## src/rtl/alarm_pkg.sv

```systemverilog
// Alarm clock controller: shared types and constants.
// State encoding, BCD digit limits and parameter defaults.
package alarm_pkg;

  typedef enum logic [1:0] {
    IDLE    = 2'd0,
    RINGING = 2'd1,
    SNOOZE  = 2'd2
  } state_t;

  localparam logic [3:0] DIGIT_MAX    = 4'd9;
  localparam logic [3:0] MIN_TENS_MAX = 4'd5;
  localparam logic [7:0] HOUR_MAX     = 8'd23;

  localparam logic [31:0] DEF_TICKS_PER_MIN = 32'd60000000;
  localparam logic [5:0]  DEF_SNOOZE_MIN    = 6'd5;
  localparam logic [5:0]  DEF_RING_MIN      = 6'd10;

endpackage

```

## src/rtl/alarm_ctrl_if.sv

```systemverilog
// Alarm clock controller: command and status bundle.
// master drives commands, slave is the controller.
interface alarm_ctrl_if;
  import alarm_pkg::*;

  logic [31:0] set_value;
  logic        load_time;
  logic        load_alarm;
  logic        alarm_enable;
  logic        snooze;
  logic        stop_alarm;
  logic [31:0] current_time;
  logic [31:0] alarm_time;
  logic        one_minute;
  logic        sound_alarm;
  logic        snooze_active;
  logic [1:0]  state;

  modport master (
    output set_value, load_time, load_alarm,
    output alarm_enable, snooze, stop_alarm,
    input  current_time, alarm_time, one_minute,
    input  sound_alarm, snooze_active, state
  );

  modport slave (
    input  set_value, load_time, load_alarm,
    input  alarm_enable, snooze, stop_alarm,
    output current_time, alarm_time, one_minute,
    output sound_alarm, snooze_active, state
  );

endinterface

```

## src/rtl/bcd_time_counter.sv

```systemverilog
// Packed-BCD HH:MM register with validated load and
// minute increment (carry through M0, M1, hours, midnight).
module bcd_time_counter
  import alarm_pkg::*;
(
  input  logic        clk,
  input  logic        rst_n,
  input  logic        inc,
  input  logic        load,
  input  logic [31:0] load_val,
  output logic [31:0] value,
  output logic [31:0] next_val,
  output logic        load_ok
);

  logic [7:0] hours;
  logic       valid;

  assign hours = 8'(load_val[27:24]) * 8'd10
               + 8'(load_val[19:16]);

  always_comb begin
    valid = 1'b1;
    if ((load_val & 32'hF0F0_F0F0) != 32'h0)
      valid = 1'b0;
    if (load_val[3:0] > DIGIT_MAX)
      valid = 1'b0;
    if (load_val[11:8] > MIN_TENS_MAX)
      valid = 1'b0;
    if (load_val[19:16] > DIGIT_MAX)
      valid = 1'b0;
    if (load_val[27:24] > DIGIT_MAX)
      valid = 1'b0;
    if (hours > HOUR_MAX)
      valid = 1'b0;
  end

  assign load_ok = load & valid;

  always_comb begin
    next_val = value;
    if (value[3:0] != DIGIT_MAX) begin
      next_val[3:0] = value[3:0] + 4'd1;
    end else begin
      next_val[3:0] = 4'd0;
      if (value[11:8] != MIN_TENS_MAX) begin
        next_val[11:8] = value[11:8] + 4'd1;
      end else begin
        next_val[11:8] = 4'd0;
        if (value[27:24] == 4'd2 &&
            value[19:16] == 4'd3) begin
          next_val[27:24] = 4'd0;
          next_val[19:16] = 4'd0;
        end else if (value[19:16] == DIGIT_MAX) begin
          next_val[19:16] = 4'd0;
          next_val[27:24] = value[27:24] + 4'd1;
        end else begin
          next_val[19:16] = value[19:16] + 4'd1;
        end
      end
    end
  end

  always_ff @(posedge clk or negedge rst_n) begin
    if (!rst_n)
      value <= 32'h0;
    else if (load_ok)
      value <= load_val;
    else if (inc)
      value <= next_val;
  end

endmodule

```

## src/rtl/alarm_ctrl.sv

```systemverilog
// Alarm clock controller: minute prescaler, time/alarm
// registers and the IDLE/RINGING/SNOOZE state machine.
module alarm_ctrl
  import alarm_pkg::*;
#(
  parameter logic [31:0] TICKS_PER_MIN = DEF_TICKS_PER_MIN,
  parameter logic [5:0]  SNOOZE_MIN    = DEF_SNOOZE_MIN,
  parameter logic [5:0]  RING_MIN      = DEF_RING_MIN
) (
  input logic         clk,
  input logic         rst_n,
  alarm_ctrl_if.slave bus
);

  logic [31:0] presc;
  logic        wrap;
  logic        tick;
  logic        tload_ok;
  logic        aload_ok;
  logic        match;
  logic        minute_q;
  logic [31:0] cur_time;
  logic [31:0] nxt_time;
  logic [31:0] alm_time;
  logic [31:0] alm_next;
  state_t      state_q, state_d;
  logic [5:0]  ring_q, ring_d;
  logic [5:0]  snz_q, snz_d;

  assign wrap = (presc == TICKS_PER_MIN - 32'd1);
  // a valid time load restarts the minute, so it masks the tick
  assign tick = wrap & ~tload_ok;

  bcd_time_counter u_time (
    .clk      (clk),
    .rst_n    (rst_n),
    .inc      (tick),
    .load     (bus.load_time),
    .load_val (bus.set_value),
    .value    (cur_time),
    .next_val (nxt_time),
    .load_ok  (tload_ok)
  );

  bcd_time_counter u_alarm (
    .clk      (clk),
    .rst_n    (rst_n),
    .inc      (1'b0),
    .load     (bus.load_alarm),
    .load_val (bus.set_value),
    .value    (alm_time),
    .next_val (alm_next),
    .load_ok  (aload_ok)
  );

  assign match = tick & (nxt_time == alm_time);

  always_ff @(posedge clk or negedge rst_n) begin
    if (!rst_n) begin
      presc    <= 32'd0;
      minute_q <= 1'b0;
    end else begin
      presc    <= (tload_ok | wrap) ? 32'd0
                                    : presc + 32'd1;
      minute_q <= tick;
    end
  end

  always_comb begin
    state_d = state_q;
    ring_d  = ring_q;
    snz_d   = snz_q;
    if (!bus.alarm_enable) begin
      state_d = IDLE;
    end else begin
      unique case (state_q)
        IDLE: begin
          if (match) begin
            state_d = RINGING;
            ring_d  = RING_MIN;
          end
        end
        RINGING: begin
          if (bus.stop_alarm) begin
            state_d = IDLE;
          end else if (bus.snooze) begin
            state_d = SNOOZE;
            snz_d   = SNOOZE_MIN;
          end else if (tick) begin
            ring_d = ring_q - 6'd1;
            if (ring_q == 6'd1)
              state_d = IDLE;
          end
        end
        SNOOZE: begin
          if (bus.stop_alarm) begin
            state_d = IDLE;
          end else if (tick) begin
            snz_d = snz_q - 6'd1;
            if (snz_q == 6'd1) begin
              state_d = RINGING;
              ring_d  = RING_MIN;
            end
          end
        end
        default: state_d = IDLE;
      endcase
    end
  end

  always_ff @(posedge clk or negedge rst_n) begin
    if (!rst_n) begin
      state_q <= IDLE;
      ring_q  <= 6'd0;
      snz_q   <= 6'd0;
    end else begin
      state_q <= state_d;
      ring_q  <= ring_d;
      snz_q   <= snz_d;
    end
  end

  assign bus.current_time  = cur_time;
  assign bus.alarm_time    = alm_time;
  assign bus.one_minute    = minute_q;
  assign bus.state         = state_q;
  assign bus.sound_alarm   = (state_q == RINGING);
  assign bus.snooze_active = (state_q == SNOOZE);

endmodule

```

## src/flat_wrapper.sv

```systemverilog
// flat-port wrapper written by rule: the top's interface ports become plain ports
module alarm_ctrl_flat import alarm_pkg::*;
#(
  parameter logic [31:0] TICKS_PER_MIN = DEF_TICKS_PER_MIN,
  parameter logic [5:0]  SNOOZE_MIN    = DEF_SNOOZE_MIN,
  parameter logic [5:0]  RING_MIN      = DEF_RING_MIN
)
  (clk, rst_n, bus_set_value, bus_load_time, bus_load_alarm, bus_alarm_enable, bus_snooze, bus_stop_alarm, bus_current_time, bus_alarm_time, bus_one_minute, bus_sound_alarm, bus_snooze_active, bus_state);
  alarm_ctrl_if bus_i ();
  input logic clk;
  input logic rst_n;
  input wire logic [$bits(bus_i.set_value)-1:0] bus_set_value;
  input wire logic [$bits(bus_i.load_time)-1:0] bus_load_time;
  input wire logic [$bits(bus_i.load_alarm)-1:0] bus_load_alarm;
  input wire logic [$bits(bus_i.alarm_enable)-1:0] bus_alarm_enable;
  input wire logic [$bits(bus_i.snooze)-1:0] bus_snooze;
  input wire logic [$bits(bus_i.stop_alarm)-1:0] bus_stop_alarm;
  output wire logic [$bits(bus_i.current_time)-1:0] bus_current_time;
  output wire logic [$bits(bus_i.alarm_time)-1:0] bus_alarm_time;
  output wire logic [$bits(bus_i.one_minute)-1:0] bus_one_minute;
  output wire logic [$bits(bus_i.sound_alarm)-1:0] bus_sound_alarm;
  output wire logic [$bits(bus_i.snooze_active)-1:0] bus_snooze_active;
  output wire logic [$bits(bus_i.state)-1:0] bus_state;
  assign bus_i.set_value = bus_set_value;
  assign bus_i.load_time = bus_load_time;
  assign bus_i.load_alarm = bus_load_alarm;
  assign bus_i.alarm_enable = bus_alarm_enable;
  assign bus_i.snooze = bus_snooze;
  assign bus_i.stop_alarm = bus_stop_alarm;
  assign bus_current_time = bus_i.current_time;
  assign bus_alarm_time = bus_i.alarm_time;
  assign bus_one_minute = bus_i.one_minute;
  assign bus_sound_alarm = bus_i.sound_alarm;
  assign bus_snooze_active = bus_i.snooze_active;
  assign bus_state = bus_i.state;
  alarm_ctrl #(.TICKS_PER_MIN(TICKS_PER_MIN), .SNOOZE_MIN(SNOOZE_MIN), .RING_MIN(RING_MIN)) u_core (.clk(clk), .rst_n(rst_n), .bus(bus_i));
endmodule
```

## config.mk

```make
export PLATFORM = sky130hd
export DESIGN_NAME = alarm_ctrl_flat
export DESIGN_NICKNAME = d
export VERILOG_FILES = /design/src/rtl/alarm_pkg.sv /design/src/rtl/alarm_ctrl_if.sv /design/src/rtl/bcd_time_counter.sv /design/src/rtl/alarm_ctrl.sv /design/src/flat_wrapper.sv
export SDC_FILE = /design/constraint.sdc
export NUM_CORES = 1
export LEC_CHECK = 0
export ABC_AREA = 1
export CAP_MARGIN = 30
export CORE_ASPECT_RATIO = 1.75
export CORE_UTILIZATION = 42
export DETAILED_ROUTE_END_ITERATION = 10
export PLACE_DENSITY = 0.6
export SYNTH_ARGS = -nofsm -noshare
export SYNTH_HDL_FRONTEND = slang
export SYNTH_HIERARCHICAL = 1
export SYNTH_SLANG_ARGS = --single-unit
```

## constraint.sdc

```tcl
create_clock -name clk -period 2.84 [get_ports clk]
set_input_delay 0.426 -clock clk [delete_from_list [all_inputs] [get_ports clk]]
set_output_delay 0.426 -clock clk [all_outputs]
set_load 0.01 [all_outputs]
```

==> reports/qor.yml <==
run_status:
  status: "finished, violations left"
  violations: "negative hold slack"
cts:
  ctsHoldBuffers: 0
  cts_max_path_buffers: 2
  htree_levels: 3
  clock_latency_ps: 370
  cts_made_buffers: 9
  cts-root-buf: "clkbuf_16"
  cts_tree: "built"
  clk_pin_slew_worst_paths_ps: 80
  cts_setup_buffers: 0
  cts.sinks: 111
cells_and_area:
  final_nets: 1386
  stdcell_area_um2: 10300
  syn_to_final_growth_pct: 23.2
  instances_no_fill: 1562
  num_antenna_cells: 0
  drive_above_1_share: 0.127
worst_setup_path:
  cp.arrival_ps: 2860
  worst_r2r_path_depth: 18
  end_kind: "register"
  r2r_slack_ps: 260
  r2r-end: "u_core/ring_q[5]$_DFFE_PN0P_"
  critPathMaxStageDelay_ps: 340
  path_cells: "dlygate4sd2_1 -> buf_4 -> ha_1 -> ha_1 -> fa_2 -> inv_1 -> nand2_1 -> nand2_1 -> nand3_1 -> nand2_1 -> nand2_1 -> nor2_4 -> nand3_4 -> buf_4 -> nand3_1 -> nand3_1"
  cp_top_family: "adder cells"
  crit_buf_inv: 4
  crit_top_cell: "nand2_1"
  cp_slowest_cell: "fa_2"
  path_class: "in2reg"
  start_kind: "input port"
  required_ps: 3080
  crit_fanout: 11
  timing.rr.start: "u_core/u_time/value[11]$_DFFE_PN0P_"
floorplanning:
  row_count: 67
  die-area_um2: 20400
  start_util: 0.432
  fp.dieH_um: 188
  die_w_um: 108
  io-pin-count: 108
  core_um2: 19300
run:
  cap_viol_max_count: 0
global_routing:
  grt_max_degree: 53
  grt_antenna_before_repair: 0
  gr-total-overflow: 0
  grt_pass1_vias: 7530
  grt_pass1_wl_um: 37200
  grt_use_total: 0.234
power:
  leakagePower_uw: 0.00516
  power_uw: 4520
  pwr_density_cell_nw_per_um2: 440
  vdd_ir_drop_max_uv: 278
sta:
  hold_slack_ps: -5.58
  fmax_mhz: 381
  drv_slew: 0
  final_hold_viol_count: 7
  relSlewSlack: 0.629
  setup_tns_ps: 0
  setup_slack_ps: 219
  setup_viol: 0
  min_period_over_period: 0.923
  finalClockSkew_ps: 15.1
  worst_pin_slew_ps: 550
  rsz0062_at_grt: "no"
  period_minus_slack_ps: 2620
placed_design:
  placed_cell_area_um2: 9840
  port_buffers: 107
  dpl_worst_slack_ps: -456
  placed_cells: 1544
  gp_congestion: 0.900
  dpl.hpwl_um: 18300
routing:
  vias: 7864
  wl_um: 23000
  wl_per_cell_um: 14.7
  drc_errors: 0
  post_drt_via_cell_ratio: 5.03
  drtPass1Iterations: 5
  drt_iter0_drc: 344
  drt.antenna.violating_nets: 0
logic_synthesis:
  netlist_area_um2: 8330
  synthesis.instances: 1182
  yosysWarnings: 6
  syn_avg_cell_area_um2: 7.05
hold_path:
  worstHoldPathType: "in2async"
[cell type report]
class,count,area [µm²]
well taps,241,302
multi-input cells,819,4450
flip-flops and latches,111,2780
clock inverters,7,86.3
repair buffers,175,1680
fillers,1962,9010
clock buffers,9,225
inverters,200,756
[layout by cell type, fill, tap and decap left out, types with 3 or more instances in the layout]
master,count
nor2_1,166
nand3_4,3
ha_1,23
buf_12,6
nand2_1,247
nor2_4,9
o31ai_1,4
nand3b_1,6
inv_2,14
nand4_1,60
clkdlybuf4s50_1,102
conb_1,3
nor3_1,19
nand3_2,8
nor2_2,9
xnor2_1,31
nand3_1,105
nor4_1,5
dlymetal6s2s_1,3
o21ai_1,6
o21ai_0,21
nand2_2,15
buf_4,58
xor2_1,16
clkinv_8,3
nand2_4,5
o21ai_2,5
dfrtp_1,111
clkbuf_16,9
o21a_1,5
buf_6,5
inv_1,184
a21oi_1,28
[state kept, by name (all words and copies together) (netlist names)]
signal	count
u_core/u_alarm/value	32
u_core/bus.state	2
u_core/snz_q	6
u_core/presc	32
u_core/u_time/value	32
u_core/bus.one_minute	1
u_core/ring_q	6
[worst max path at each step]
| stage | start | endpoint | cells after the start |
|---|---|---|---|
| 2_1_floorplan | bus_set_value[25] | u_core/u_time/value[2]$_DFFE_PN0P_ | 15 |
| 3_3_place_gp | bus_set_value[25] | u_core/ring_q[5]$_DFFE_PN0P_ | 18 |
| 3_5_place_dp | bus_set_value[25] | u_core/ring_q[5]$_DFFE_PN0P_ | 20 |
| 4_1_cts | bus_set_value[25] | u_core/ring_q[5]$_DFFE_PN0P_ | 18 |
| 5_1_grt | bus_set_value[17] | u_core/ring_q[5]$_DFFE_PN0P_ | 18 |
| 6_report | bus_set_value[27] | u_core/u_alarm/value[10]$_DFFE_PN0P_ | 16 |
[worst reg2reg max path: stages, from the launching register on]
cell	delay [ps]
dfrtp_1	420
inv_1	130
nand2_1	130
nor2_4	190
nand2_4	110
or2_4	260
nand3_2	100
inv_1	60
xnor2_1	180
nand2_1	70
nor2_1	90
nand2_1	70
nor2_2	170
nand3_2	140
nand2_4	110
buf_4	110
nand3_1	50
nand2_1	60
inv_1	30
[metal layers]
layer	vias up	global-route usage	part of all wire	routed length, µm
li1	3977	-	-	-
met3	55	0.0284	0.030	689
met1	3671	0.240	0.36	8360
met2	161	0.453	0.57	13000
met4	0	0.108	0.041	943
met5	-	0	0	0
[repair_timing]
action                     4_1_cts  5_1_grt
hold endpoints to repair         0        0
setup endpoints to repair       11       62
pin swaps                        5        4
gates cloned                     1        1
gates resized for setup          7       19
[power by group]
group / switching [µW] / internal (µW) / total, µW
Sequential: 256 / 1700 / 1960
Combinational: 661 / 572 / 1230
Clock: 691 / 634 / 1320
[metrics by stage]
step	utilization	hold WS, ps
after global placement	0.510	391
after detailed placement	0.510	396
after floorplan	-	130
final	0.533	-5.58
after global routing	0.533	15.6
after CTS	0.528	3.77
(Power assumes the default switching activity.)
